File: config.mk
export PLATFORM = sky130hd
export DESIGN_NAME = hall_sensor_conditioner
export DESIGN_NICKNAME = d
export VERILOG_FILES = /design/src/rtl/hall_sensor_conditioner.sv
export SDC_FILE = /design/constraint.sdc
export NUM_CORES = 1
export LEC_CHECK = 0
export ABC_AREA = 0
export BUFFER_PORTS_ARGS = -buffer_cell sky130_fd_sc_hd__buf_2
export CORE_AREA = 2 2 76 78
export DETAILED_ROUTE_END_ITERATION = 8
export DIE_AREA = 0 0 78 80
export MAX_ROUTING_LAYER = met4
export PLACE_DENSITY = 0.79
export SETUP_SLACK_MARGIN = 0.2
export SLEW_MARGIN = 20
export SYNTH_ARGS = -nofsm -noshare
export SYNTH_HDL_FRONTEND = slang
export SYNTH_SLANG_ARGS = --single-unit
File: constraint.sdc
create_clock -name clk -period 2.6 [get_ports clk]
set_clock_uncertainty 0.2 [all_clocks]
set_input_delay 0.39 -clock clk [delete_from_list [all_inputs] [get_ports clk]]
set_output_delay 0.39 -clock clk [all_outputs]
set_load 0.02 [all_outputs]
File: src/rtl/hall_sensor_conditioner.sv
`default_nettype none
// +--------------------------------------------------------------------------+
// | Module   : hall_sensor_conditioner                                       |
// | Purpose  : Synchronise and glitch-filter three raw Hall inputs, flag     |
// |            invalid codes, detect commutation steps and direction, and    |
// |            measure the step period with stall detection.                 |
// | Options  : HALL_SEQ_CHECK_EN - flag non-adjacent valid->valid jumps      |
// |            in a sticky seq_err instead of treating them as steps.        |
// | Revision : 1.0 - initial release                                         |
// +--------------------------------------------------------------------------+
module hall_sensor_conditioner #(
  parameter int FILT_LEN    = 4,
  parameter int PERIOD_W    = 16,
  parameter int TIMEOUT_CYC = 50000
) (
  input  logic                clk,
  input  logic                rst_n,
  input  logic [2:0]          hall_in,
  input  logic                seq_err_clr,
  output logic                sa,
  output logic                sb,
  output logic                sc,
  output logic                hall_err,
  output logic                step,
  output logic                dir_obs,
  output logic [PERIOD_W-1:0] period,
  output logic                period_vld,
  output logic                stalled,
  output logic                seq_err
);

  localparam int                    FCNT_W      = $clog2(FILT_LEN);
  localparam logic [FCNT_W-1:0]     FCNT_MAX    = FCNT_W'(FILT_LEN - 1);
  localparam logic [PERIOD_W-1:0]   PCNT_MAX    = '1;
  localparam logic [PERIOD_W-1:0]   TIMEOUT_VAL = PERIOD_W'(TIMEOUT_CYC);

  // Forward rotation order: 100 -> 110 -> 010 -> 011 -> 001 -> 101 -> 100
  function automatic logic [2:0] fwd_succ(input logic [2:0] c);
    case (c)
      3'b100:  fwd_succ = 3'b110;
      3'b110:  fwd_succ = 3'b010;
      3'b010:  fwd_succ = 3'b011;
      3'b011:  fwd_succ = 3'b001;
      3'b001:  fwd_succ = 3'b101;
      3'b101:  fwd_succ = 3'b100;
      default: fwd_succ = 3'b000;
    endcase
  endfunction

  function automatic logic code_valid(input logic [2:0] c);
    code_valid = (c != 3'b000) && (c != 3'b111);
  endfunction

  logic [2:0]          sync1_q, sync1_d, sync_q, sync_d, cand_q, cand_d, stable_q, stable_d;
  logic [FCNT_W-1:0]   fcnt_q, fcnt_d;
  logic                step_q, step_d, dir_q, dir_d, period_vld_q, period_vld_d;
  logic                stalled_q, stalled_d;
  logic [PERIOD_W-1:0] pcnt_q, pcnt_d, period_q, period_d, pcnt_inc;
  logic                accept, both_valid, is_fwd, is_rev, is_jump, step_ev, timeout_hit;

  // Synchroniser and stability filter; a new code must still be present on
  // sync when it is committed, so pulses shorter than FILT_LEN+1 are dropped.
  always_comb begin
    sync1_d = hall_in;
    sync_d  = sync1_q;
    cand_d  = sync_q;
    if (sync_q != cand_q) begin
      fcnt_d = '0;
    end else if (fcnt_q != FCNT_MAX) begin
      fcnt_d = fcnt_q + FCNT_W'(1);
    end else begin
      fcnt_d = fcnt_q;
    end
    accept   = (fcnt_q == FCNT_MAX) && (sync_q == cand_q) && (cand_q != stable_q);
    stable_d = accept ? cand_q : stable_q;
  end

  // Classify the committed transition old (stable_q) -> new (cand_q)
  always_comb begin
    both_valid = code_valid(stable_q) && code_valid(cand_q);
    is_fwd     = accept && both_valid && (cand_q == fwd_succ(stable_q));
    is_rev     = accept && both_valid && (stable_q == fwd_succ(cand_q));
    is_jump    = accept && both_valid && !is_fwd && !is_rev;
  end

`ifdef HALL_SEQ_CHECK_EN
  logic seq_err_q, seq_err_d;

  assign step_ev = is_fwd | is_rev;

  // Sticky jump flag; a new jump beats a simultaneous clear
  always_comb begin
    if (is_jump) begin
      seq_err_d = 1'b1;
    end else if (seq_err_clr) begin
      seq_err_d = 1'b0;
    end else begin
      seq_err_d = seq_err_q;
    end
  end

  // Sequence-error flag register
  always_ff @(posedge clk or negedge rst_n) begin
    if (!rst_n) begin
      seq_err_q <= 1'b0;
    end else begin
      seq_err_q <= seq_err_d;
    end
  end

  assign seq_err = seq_err_q;
`else
  logic unused_seq_err_clr;

  assign step_ev            = is_fwd | is_rev | is_jump;
  assign seq_err            = 1'b0;
  assign unused_seq_err_clr = seq_err_clr;
`endif

  // Step pulse, direction, period counter and stall tracking
  always_comb begin
    step_d = step_ev;
    dir_d  = dir_q;
    if (is_fwd) begin
      dir_d = 1'b0;
    end else if (is_rev) begin
      dir_d = 1'b1;
    end
    pcnt_inc     = (pcnt_q == PCNT_MAX) ? pcnt_q : pcnt_q + PERIOD_W'(1);
    timeout_hit  = !step_ev && (pcnt_inc == TIMEOUT_VAL);
    pcnt_d       = step_ev ? PERIOD_W'(1) : pcnt_inc;
    period_d     = period_q;
    period_vld_d = 1'b0;
    stalled_d    = stalled_q;
    if (step_ev) begin
      stalled_d = 1'b0;
      // The first step after a stall has no reference edge to measure from
      if (!stalled_q) begin
        period_d     = pcnt_q;
        period_vld_d = 1'b1;
      end
    end else if (timeout_hit) begin
      stalled_d = 1'b1;
      period_d  = '1;
    end
  end

  // State registers
  always_ff @(posedge clk or negedge rst_n) begin
    if (!rst_n) begin
      sync1_q      <= 3'b000;
      sync_q       <= 3'b000;
      cand_q       <= 3'b000;
      stable_q     <= 3'b000;
      fcnt_q       <= '0;
      step_q       <= 1'b0;
      dir_q        <= 1'b0;
      pcnt_q       <= '0;
      period_q     <= '1;
      period_vld_q <= 1'b0;
      stalled_q    <= 1'b1;
    end else begin
      sync1_q      <= sync1_d;
      sync_q       <= sync_d;
      cand_q       <= cand_d;
      stable_q     <= stable_d;
      fcnt_q       <= fcnt_d;
      step_q       <= step_d;
      dir_q        <= dir_d;
      pcnt_q       <= pcnt_d;
      period_q     <= period_d;
      period_vld_q <= period_vld_d;
      stalled_q    <= stalled_d;
    end
  end

  assign sa         = stable_q[2];
  assign sb         = stable_q[1];
  assign sc         = stable_q[0];
  assign hall_err   = !code_valid(stable_q);
  assign step       = step_q;
  assign dir_obs    = dir_q;
  assign period     = period_q;
  assign period_vld = period_vld_q;
  assign stalled    = stalled_q;

endmodule
`default_nettype wire

==> impl_results.md <==
- Overall routed net length: 5440 um
- Grt ovf: 0
- I/O pin count: 31
- Hold slack: 0.151 ns
- Clock share of power: 0.333
- Sw Share: 0.225
- Syn Inst Count: 260
- Syn Std Cell Area: 2660 um^2
- Sequential fraction of the synthesis area: 0.479
- Leak Pwr: 1.43 nW
- GR Util All Layers: 0.190
- Worst Path Class, Setup: flop to flop
- Die W: 78 um
- Hpwl dp: 3600 um
- Hold crit path type: flop to flop
- Row count: 27
- Final Power: 0.00130 W
- Mapped Nets: 268
- Arr. time, crit path: 2.42 ns
- Max Buffers Root-to-Sink: 2
- Max-slew violations: 0
- Inserted Clock Buffers: 5
- Initial antenna violation count: 0
- Synth Register Bits: 50
- Root Buffer: clkbuf_8
- DIE AREA: 6240 um^2
- Max_cap viols: 0
- Comb power frac: 0.049
- Initial Util: 0.491
- Post-route setup TNS: 0 ns
- Pre-CTS setup slack: 0.151 ns
- Worst Max-Slew Pin Slew: 0.493 ns
- Fin area: 3120 um^2
- Int Pwr: 0.00101 W
- Final net count: 311
- DRT Pass-1 Iters: 4
- Final worst path period share: 0.915
- Crit end category: flop
- Worst-Skew Late Latency: 0.30 ns
- Avg WL per Cell: 14.5 um
- Core box area: 5410 um^2
- Chip height: 80 um
- Vias/cell: 5.47
- Psw: 0.000292 W
- Layout overhead on the synthesized area: 17.4%
- RSZ-0062 raised after global routing: no
- Req. time, crit path: 2.64 ns
- Setup crit start: pcnt_q[0]
- Antenna diode count: 0
- Clk sink count: 50
- Ys Warns: 0
- Clk pin slew, worst setup/hold paths: 0.09 ns
- First-pass GRT wire length: 9070 um
- Rel. slew slack: 0.667
- Final setup fails: 0
- CTS tree: done
- Initial DRC Count: 182
- EDFF count, synth: 0
- Async set or reset register ratio after synthesis: 1.00
- Post-DP Area: 2910 um^2
- Sequential share of power: 0.618
- CP Launch Type: flop
- Tmin final: 2.38 ns
- Share of cells above drive strength 1: 0.368
- Final Hold Fails: 0
- Htree depth: 2
- Largest net degree at the start of global routing: 51
- Hold wc startpoint: sync1_q[2]
- Routability Congestion: 0.923
- Final WS setup: 0.220 ns
- PD cells: 417 nW/um^2
- Synth Flop Type: dfrtp_1
- Syn avg cell area: 10.2 um^2
- Status: complete, no violations
- Peak supply drop: 0.000317 V
- Max Clk Rate: 420 MHz
- Routed Antenna Nets: 0
- RR Startpoint: pcnt_q[0]
- Port bufs: 28
- Routed via count: 2056
- Vias in the first global route: 1897
- Crit-path max FO: 10
- Count of cell types in the netlist: 51
- Detailed-route DRC error count: 0
layout by cell type (no fill, tap or decap), types with 9 or more instances in the layout:
| master | n |
|---|---|
| buf_2 | 28 |
| dfrtp_1 | 24 |
| buf_4 | 21 |
| nor2_1 | 18 |
| mux2i_1 | 17 |
| dfstp_2 | 17 |
| nand2_1 | 15 |
| nand3_1 | 13 |
| o21ai_0 | 13 |
| nor3_1 | 11 |
| nand2_2 | 11 |
| a21oi_1 | 10 |
| nand4_1 | 9 |
| dfrtp_2 | 9 |
layer usage:
metal | up-vias | part of all wire | global-route usage
li1 | 992 | - | -
met1 | 999 | 0.46 | 0.246
met2 | 56 | 0.48 | 0.301
met3 | 9 | 0.037 | 0.0328
met4 | 0 | 0.022 | 0.0754
met5 | - | 0 | -
cells in the mapped netlist, types with 2 or more instances:
master | number | share of area
o21ai_0 | 13 | 0.025
buf_4 | 4 | 0.011
nand2_1 | 15 | 0.021
mux2_2 | 2 | 0.0085
nand2_2 | 11 | 0.026
inv_1 | 7 | 0.0099
mux2i_1 | 17 | 0.064
o211ai_1 | 2 | 0.0057
xor2_1 | 7 | 0.023
clkbuf_1 | 7 | 0.0099
or2_2 | 2 | 0.0047
nor2_1 | 19 | 0.027
nand3_1 | 13 | 0.025
o41ai_1 | 2 | 0.0066
buf_6 | 5 | 0.021
and2_1 | 2 | 0.0047
dfrtp_1 | 33 | 0.31
a31oi_1 | 5 | 0.012
nand4_1 | 9 | 0.021
nor3_1 | 11 | 0.021
clkbuf_4 | 2 | 0.0057
buf_2 | 3 | 0.0057
and2b_1 | 2 | 0.0057
nor4_1 | 2 | 0.0047
dfstp_2 | 17 | 0.17
o21bai_1 | 2 | 0.0057
and3_1 | 5 | 0.012
xnor2_1 | 6 | 0.020
a21oi_1 | 11 | 0.021
nor3b_1 | 2 | 0.0057
ha_1 | 2 | 0.0094
per-stage QoR:
step / cells / utilization
global placement: 357 / 0.538
CTS: 371 / 0.563
finish: 376 / 0.577
detailed placement: 357 / 0.538
global route: 376 / 0.577
floorplan: 260 / -
layout make-up:
type	count	area, um^2
clock buffer	8	80.1
fill	464	2290
inverter	7	26.3
multi-input combinational	181	1230
sequential	50	1280
tap	72	90.1
timing repair buffer	58	412
critical path: stages (launching register included):
cell and delay, ns:
dfrtp_2 0.44, ha_2 0.20, nand4_1 0.18, nor4_4 0.43, mux2i_1 0.16, a211oi_2 0.31, nand4_4 0.15, buf_6 0.20
nand2_2 0.06
cells by family after synthesis:
kind of cell / Yosys count / share of synthesized area
multiplexers: 19 / 0.0726
other: 1 / 0.00141
AO/OA/AOI/OAI: 45 / 0.113
AND/OR/NAND/NOR: 101 / 0.216
XOR/XNOR: 13 / 0.0429
buffers and inverters: 29 / 0.0655
adder cells (fa/ha/maj): 2 / 0.00942
flip-flops: 50 / 0.479
repair_timing:
action,in CTS,in global routing
gates resized for setup,3,14
hold endpoints to repair,36,0
pin swaps,2,3
setup endpoints to repair,17,19
buffers inserted,2,5
hold buffers,4,0
power groups by stage:
stage	registers, W	logic, W	clock network, W
detailed placement	0.000818	0.0000585	0
global placement	0.000817	0.0000565	0
CTS	0.000804	0.0000634	0.000452
finish	0.000804	0.0000635	0.000433
global route	0.000807	0.0000723	0.000483
floorplan	0.000810	0.0000393	0
registers in the layout, summed over array words and instances (netlist names), 2 cells and up:
name      flops
cand_q        3
sync1_q       3
pcnt_q       16
cand_d        3
fcnt_q        2
stable_q      3
period       16
final timing paths:
check	end	slack (ns)	cells past startpoint
setup / recovery	period[0]	0.22	8
max in group asynchronous	stalled	1.51	3
setup reg to reg	period[0]	0.22	8
min in group asynchronous	fcnt_q[1]	0.40	3
hold / removal	cand_d[2]	0.15	0
hold reg to reg	cand_d[2]	0.15	0
(Power assumes the default switching activity.)
